--- config.mk ---
export PLATFORM = sky130hd
export DESIGN_NAME = pipe_scheduler
export DESIGN_NICKNAME = d
export VERILOG_FILES = /design/src/rtl/pipe_pkg.sv /design/src/rtl/gap_fetch.sv /design/src/rtl/pipe_scheduler.sv
export SDC_FILE = /design/constraint.sdc
export NUM_CORES = 1
export LEC_CHECK = 0
export CORE_ASPECT_RATIO = 0.5
export CORE_MARGIN = 5
export CORE_UTILIZATION = 51
export DETAILED_ROUTE_END_ITERATION = 12
export PLACE_DENSITY = 0.78
export SETUP_SLACK_MARGIN = 0.02
export SKIP_LAST_GASP = 1
export SLEW_MARGIN = 20
export SYNTH_ARGS = -nofsm -noshare
export SYNTH_HDL_FRONTEND = slang
export SYNTH_HIERARCHICAL = 1
export SYNTH_SLANG_ARGS = --single-unit
--- constraint.sdc ---
create_clock -name clk -period 4.2 [get_ports clk]
set_input_delay 0.84 -clock clk [delete_from_list [all_inputs] [get_ports clk]]
set_output_delay 0.84 -clock clk [all_outputs]
set_load 0.02 [all_outputs]
--- src/rtl/pipe_pkg.sv ---
// rtl/pipe_pkg.sv - playfield geometry, gap bounds and scheduler state shared with renderer and pattern source
package pipe_pkg;

  localparam int COORD_W = 16;

  typedef enum logic [1:0] {IDLE, FILL, RUN, HALT} state_t;

  localparam logic [COORD_W-1:0] SCREEN_W     = 16'd640;
  localparam logic [COORD_W-1:0] PIPE_SPACING = 16'd320;
  localparam logic [COORD_W-1:0] PIPE2_START  = SCREEN_W + PIPE_SPACING;
  localparam logic [COORD_W-1:0] BIRD_X       = 16'd160;
  localparam logic [COORD_W-1:0] STEP         = 16'd1;
  localparam logic [COORD_W-1:0] GAP_DEFAULT  = 16'd100;
  localparam logic [COORD_W-1:0] GAP_MIN      = 16'd40;
  localparam logic [COORD_W-1:0] GAP_MAX      = 16'd160;

  function automatic logic [COORD_W-1:0] clamp_gap(input logic [COORD_W-1:0] v);
    if (v < GAP_MIN)
      return GAP_MIN;
    else if (v > GAP_MAX)
      return GAP_MAX;
    else
      return v;
  endfunction

  // A pipe sitting at X=0 wraps to the right edge; otherwise it moves left, never below 0.
  function automatic logic [COORD_W-1:0] next_x(input logic [COORD_W-1:0] x);
    if (x == '0)
      return SCREEN_W;
    else if (x < STEP)
      return '0;
    else
      return x - STEP;
  endfunction

endpackage

--- src/rtl/gap_fetch.sv ---
// rtl/gap_fetch.sv - per-slot refill requests to the pattern source with slot priority and gap clamping
module gap_fetch
  import pipe_pkg::*;
(
  input  logic        clk,
  input  logic        rst,
  input  logic [1:0]  set_pend,
  input  logic        ack,
  input  logic [15:0] value,
  output logic        req,
  output logic        slot,
  output logic        busy,
  output logic        wr_en,
  output logic        wr_slot,
  output logic [15:0] wr_value
);

  logic [1:0] pending;
  logic [1:0] clr;

  assign wr_en    = req & ack;
  assign wr_slot  = slot;
  assign wr_value = clamp_gap(value);
  assign clr      = wr_en ? (slot ? 2'b10 : 2'b01) : 2'b00;
  assign busy     = |pending;

  // A new set wins over a same-cycle completion so a restart always refetches.
  always_ff @(posedge clk or posedge rst) begin
    if (rst) begin
      pending <= 2'b00;
      req     <= 1'b0;
      slot    <= 1'b0;
    end else begin
      pending <= (pending & ~clr) | set_pend;
      if (req) begin
        if (ack)
          req <= 1'b0;
      end else if (|pending) begin
        req  <= 1'b1;
        slot <= ~pending[0];
      end
    end
  end

endmodule

--- src/rtl/pipe_scheduler.sv ---
// rtl/pipe_scheduler.sv - game-state FSM, pipe X counters and score for the two scrolling pipe slots
module pipe_scheduler
  import pipe_pkg::*;
(
  input  logic        clk,
  input  logic        rst,
  input  logic        tick,
  input  logic        start,
  input  logic        crash,
  input  logic        gap_ack,
  input  logic [15:0] gap_value,
  output logic        gap_req,
  output logic        gap_slot,
  output logic [15:0] pipe1_x,
  output logic [15:0] pipe2_x,
  output logic [15:0] gap1,
  output logic [15:0] gap2,
  output logic [15:0] score,
  output logic        running,
  output logic        halted
);

  state_t      state;
  logic [1:0]  set_pend;
  logic        busy;
  logic        wr_en;
  logic        wr_slot;
  logic [15:0] wr_value;
  logic [1:0]  score_inc;
  logic [16:0] score_sum;
  logic [15:0] score_next;

  gap_fetch u_gap_fetch (
    .clk      (clk),
    .rst      (rst),
    .set_pend (set_pend),
    .ack      (gap_ack),
    .value    (gap_value),
    .req      (gap_req),
    .slot     (gap_slot),
    .busy     (busy),
    .wr_en    (wr_en),
    .wr_slot  (wr_slot),
    .wr_value (wr_value)
  );

  always_comb begin
    set_pend = 2'b00;
    case (state)
      IDLE:    if (start) set_pend = 2'b11;
      HALT:    if (start) set_pend = 2'b11;
      RUN:     if (tick && !crash) set_pend = {pipe2_x == '0, pipe1_x == '0};
      default: set_pend = 2'b00;
    endcase
  end

  always_comb begin
    score_inc  = {1'b0, pipe1_x == BIRD_X} + {1'b0, pipe2_x == BIRD_X};
    score_sum  = {1'b0, score} + {15'b0, score_inc};
    score_next = score_sum[16] ? 16'hFFFF : score_sum[15:0];
  end

  always_ff @(posedge clk or posedge rst) begin
    if (rst) begin
      state   <= IDLE;
      pipe1_x <= SCREEN_W;
      pipe2_x <= PIPE2_START;
      gap1    <= GAP_DEFAULT;
      gap2    <= GAP_DEFAULT;
      score   <= '0;
      running <= 1'b0;
      halted  <= 1'b0;
    end else begin
      if (wr_en) begin
        if (wr_slot)
          gap2 <= wr_value;
        else
          gap1 <= wr_value;
      end
      case (state)
        IDLE: if (start) state <= FILL;
        FILL: if (!busy) begin
          state   <= RUN;
          running <= 1'b1;
        end
        RUN: if (crash) begin
          state   <= HALT;
          running <= 1'b0;
          halted  <= 1'b1;
        end else if (tick) begin
          pipe1_x <= next_x(pipe1_x);
          pipe2_x <= next_x(pipe2_x);
          score   <= score_next;
        end
        // The restart reload takes precedence over a gap landing in the same cycle.
        HALT: if (start) begin
          state   <= FILL;
          halted  <= 1'b0;
          pipe1_x <= SCREEN_W;
          pipe2_x <= PIPE2_START;
          gap1    <= GAP_DEFAULT;
          gap2    <= GAP_DEFAULT;
          score   <= '0;
        end
        default: state <= IDLE;
      endcase
    end
  end

endmodule

==> results.json <==
{
  "die_width_um": 147,
  "run_status": "completed",
  "postSynth.topFlopCell": "sky130_fd_sc_hd__dfrtp_1",
  "timing.critical_path.fanout_max": 11,
  "dr_iter_0_viols": 243,
  "arrival_ps": 3770,
  "dp_hpwl_um": 8520,
  "postSynthRegisterBits": 88,
  "core_um2": 9320,
  "max-cap-violations": 0,
  "drt_pre_antenna_iters": 7,
  "critical_path.startpoint_type": "flop",
  "cts_buffer_depth": 2,
  "worstMarginPinSlew_ps": 959,
  "cts_root_buffer": "sky130_fd_sc_hd__clkbuf_16",
  "grt_setup_unrepaired": "no",
  "detail_route.drc_violations": 0,
  "worst_ir_drop_vdd_v": 0.000317,
  "cts.reportedPaths.clkPinSlew_ps": 60,
  "postSynthCellCount": 553,
  "power.total_uw": 3910,
  "tritoncts_clock_tree": "built",
  "track_usage_pct": 21.7,
  "final-max-slew-violation-count": 0,
  "grt_antenna_before_repair": 0,
  "fmaxAchievable_mhz": 282,
  "setup_viol": 0,
  "area.growth.synth_to_final_pct": 28.7,
  "grt_first_pass_wirelength_um": 20700,
  "detail_route.vias_per_cell": 5.76,
  "initial_utilization_pct": 51.7,
  "finalCritPeriodShare_pct": 84.5,
  "worst_ep_required_time_ps": 4420,
  "ys_types": 60,
  "synth.cell_area_um2": 4820,
  "hold_buffers": 0,
  "final_net_count": 674,
  "number_of_buffers_inserted_by_port_buffering": 105,
  "finClkSkew_ps": 5.70,
  "final-hold-violation-count": 0,
  "fillCellCount": 789,
  "number_of_enable_type_register_cells_in_the_synthesized_netlist": 0,
  "postCtsResizedCells": 0,
  "fp-row-count": 25,
  "grt_max_degree": 54,
  "routed-via-count": 4426,
  "max-slew-margin-rel_pct": 36.0,
  "ant_nets": 0,
  "avgSynthCellArea_um2": 8.71,
  "finalWirelength_um": 12300,
  "routabilityCongestion": 0.841,
  "cts-buffers-inserted": 9,
  "worstSetupEndpointType": "flop",
  "final_util_pct": 66.5,
  "drive_gt1_share_pct": 7.56,
  "yosysSeqAreaShare_pct": 46.0,
  "insertion_delay_ps": 340,
  "power.static_leakage_uw": 0.00253,
  "post_cts_buffers": 0,
  "criticalPathCategory": "flop to flop",
  "vias_in_the_first_global_route": 4175,
  "routedWlPerCell_um": 16.0,
  "design.die.area_um2": 11600,
  "cts.sink_count": 88,
  "postSynth.asyncResetShare_pct": 100,
  "io_pins": 106,
  "grt.overflow.total": 0,
  "layout_min_cycle_time_ps": 3550,
  "power.density_nw_per_um2": 630,
  "synth_warnings": 6,
  "chipHeight_um": 78.7,
  "ctsHtreeMaxLevel": 3,
  "worstHoldPathType": "flop to flop",
  "tns_ps": 0,
  "diodes": 0
}
layout by cell type (no fill, tap or decap), types with 3 or more instances in the layout:
cell / instances
sky130_fd_sc_hd__o22ai_1: 3
sky130_fd_sc_hd__nor4_1: 12
sky130_fd_sc_hd__dfrtp_1: 76
sky130_fd_sc_hd__dfstp_2: 12
sky130_fd_sc_hd__inv_1: 19
sky130_fd_sc_hd__o211ai_1: 7
sky130_fd_sc_hd__a21o_1: 4
sky130_fd_sc_hd__ha_1: 8
sky130_fd_sc_hd__o311ai_0: 3
sky130_fd_sc_hd__nor2_1: 27
sky130_fd_sc_hd__o31ai_1: 3
sky130_fd_sc_hd__nor3_1: 10
sky130_fd_sc_hd__clkinv_2: 3
sky130_fd_sc_hd__a2bb2oi_1: 4
sky130_fd_sc_hd__or4_4: 3
sky130_fd_sc_hd__o2bb2ai_1: 3
sky130_fd_sc_hd__nand2_1: 105
sky130_fd_sc_hd__nand3b_1: 3
sky130_fd_sc_hd__o21a_1: 3
sky130_fd_sc_hd__a31oi_1: 17
sky130_fd_sc_hd__nand3_1: 13
sky130_fd_sc_hd__clkbuf_16: 9
sky130_fd_sc_hd__conb_1: 8
sky130_fd_sc_hd__a21oi_1: 62
sky130_fd_sc_hd__or4_1: 5
sky130_fd_sc_hd__nor2b_1: 4
sky130_fd_sc_hd__or3_1: 10
sky130_fd_sc_hd__nand2b_1: 13
sky130_fd_sc_hd__clkdlybuf4s50_1: 105
sky130_fd_sc_hd__nor3b_1: 6
sky130_fd_sc_hd__nand4_1: 5
sky130_fd_sc_hd__and2_1: 5
sky130_fd_sc_hd__nor4_4: 3
sky130_fd_sc_hd__or2_1: 3
sky130_fd_sc_hd__buf_4: 4
sky130_fd_sc_hd__o21ai_0: 28
power breakdown:
part           switching [uW]  total, uW  internal, uW
Clock                     326        784           458
Sequential                211       1300          1090
Combinational            1080       1820           740
Total                    1620       3910          2290
registers in the layout (all words and copies together) (netlist names), 2 cells and up:
name / count
pipe2_x: 16
gap2: 16
state: 2
score: 16
gap1: 16
pipe1_x: 16
u_gap_fetch/pending: 2
cell usage after synthesis, drive strengths merged, types with 5 or more instances:
library cell  instances  area (um2)
nor2                 27         101
or4                   8        71.3
or3                  10        62.6
a21oi                62         310
dfstp                12         315
clkbuf               27         101
nand3                13        65.1
and2                  5        31.3
dfrtp                76        1900
nand2b               13        81.3
nor3                 12        70.1
a31oi                17         106
ha                    8         100
nand4                 5        31.3
nand2               105         394
nor4                 15         139
o211ai                8        65.1
o21ai                31         155
inv                  20        75.1
nor3b                 6        45.0
or2                   6        37.5
buf                  11        90.1
layout make-up:
class,instances,area (um2),share of cell area [%]
sequential,88,2220,35.8
clock inverter,6,60.1,0.969
clock buffer,10,229,3.69
multi-input combinational,414,2360,38.1
inverter,20,77.6,1.25
timing repair buffer,110,1100,17.8
tap,121,151,2.44
critical path: stages (launching register included):
cell and delay, ps:
sky130_fd_sc_hd__dfrtp_1 430, sky130_fd_sc_hd__or4_4 590, sky130_fd_sc_hd__nor4_1 400, sky130_fd_sc_hd__nand4b_1 200
sky130_fd_sc_hd__fa_1 410, sky130_fd_sc_hd__inv_1 90, sky130_fd_sc_hd__ha_1 180, sky130_fd_sc_hd__and3_1 240
sky130_fd_sc_hd__nand2b_1 170, sky130_fd_sc_hd__nor3_1 220, sky130_fd_sc_hd__nand2b_1 320, sky130_fd_sc_hd__o311ai_0 180
per-layer routing:
metal | global-route usage [%] | up-vias | wire, um
li1 | - | 2133 | -
met4 | 5.20 | 0 | 115
met5 | 0 | - | 0
met3 | 4.96 | 14 | 796
met2 | 36.0 | 157 | 5660
met1 | 29.2 | 2122 | 5740
per-stage QoR:
stage / cell area [um2] / worst slack [ps] / hold WS, ps / std cells
after floorplan: 4840 / 977 / 430 / 560
after global placement: 5910 / 813 / 444 / 753
after detailed placement: 5910 / 712 / 452 / 753
after CTS: 6200 / 706 / 463 / 769
after global routing: 6200 / 342 / 506 / 769
final: 6200 / 651 / 460 / 769
final timing paths:
kind	startpoint	to	slack, ps	cells past startpoint
max in group asynchronous	rst	gap1[6]	2540	3
worst min register to register	u_gap_fetch/pending[0]	u_gap_fetch/slot	460	1
worst max register to register	pipe2_x[13]	score[3]	650	11
worst min-delay path	u_gap_fetch/pending[0]	u_gap_fetch/slot	460	1
worst max-delay path	pipe2_x[13]	score[3]	650	11
min in group asynchronous	rst	u_gap_fetch/pending[0]	780	2
kinds of logic after synthesis:
group                      after synthesis  synth area share (%)
DFF                                     88                  46.0
and+or+nand+nor                        242                  26.3
buffers and inverters                   58                  5.53
AOI/OAI and AO/OA                      150                  18.6
muxes                                    2                 0.416
xor gates and xnor gates                 3                 0.546
adders and majority gates                9                  2.49
other                                    1                0.0779
Power figures use the tool's default switching activity.
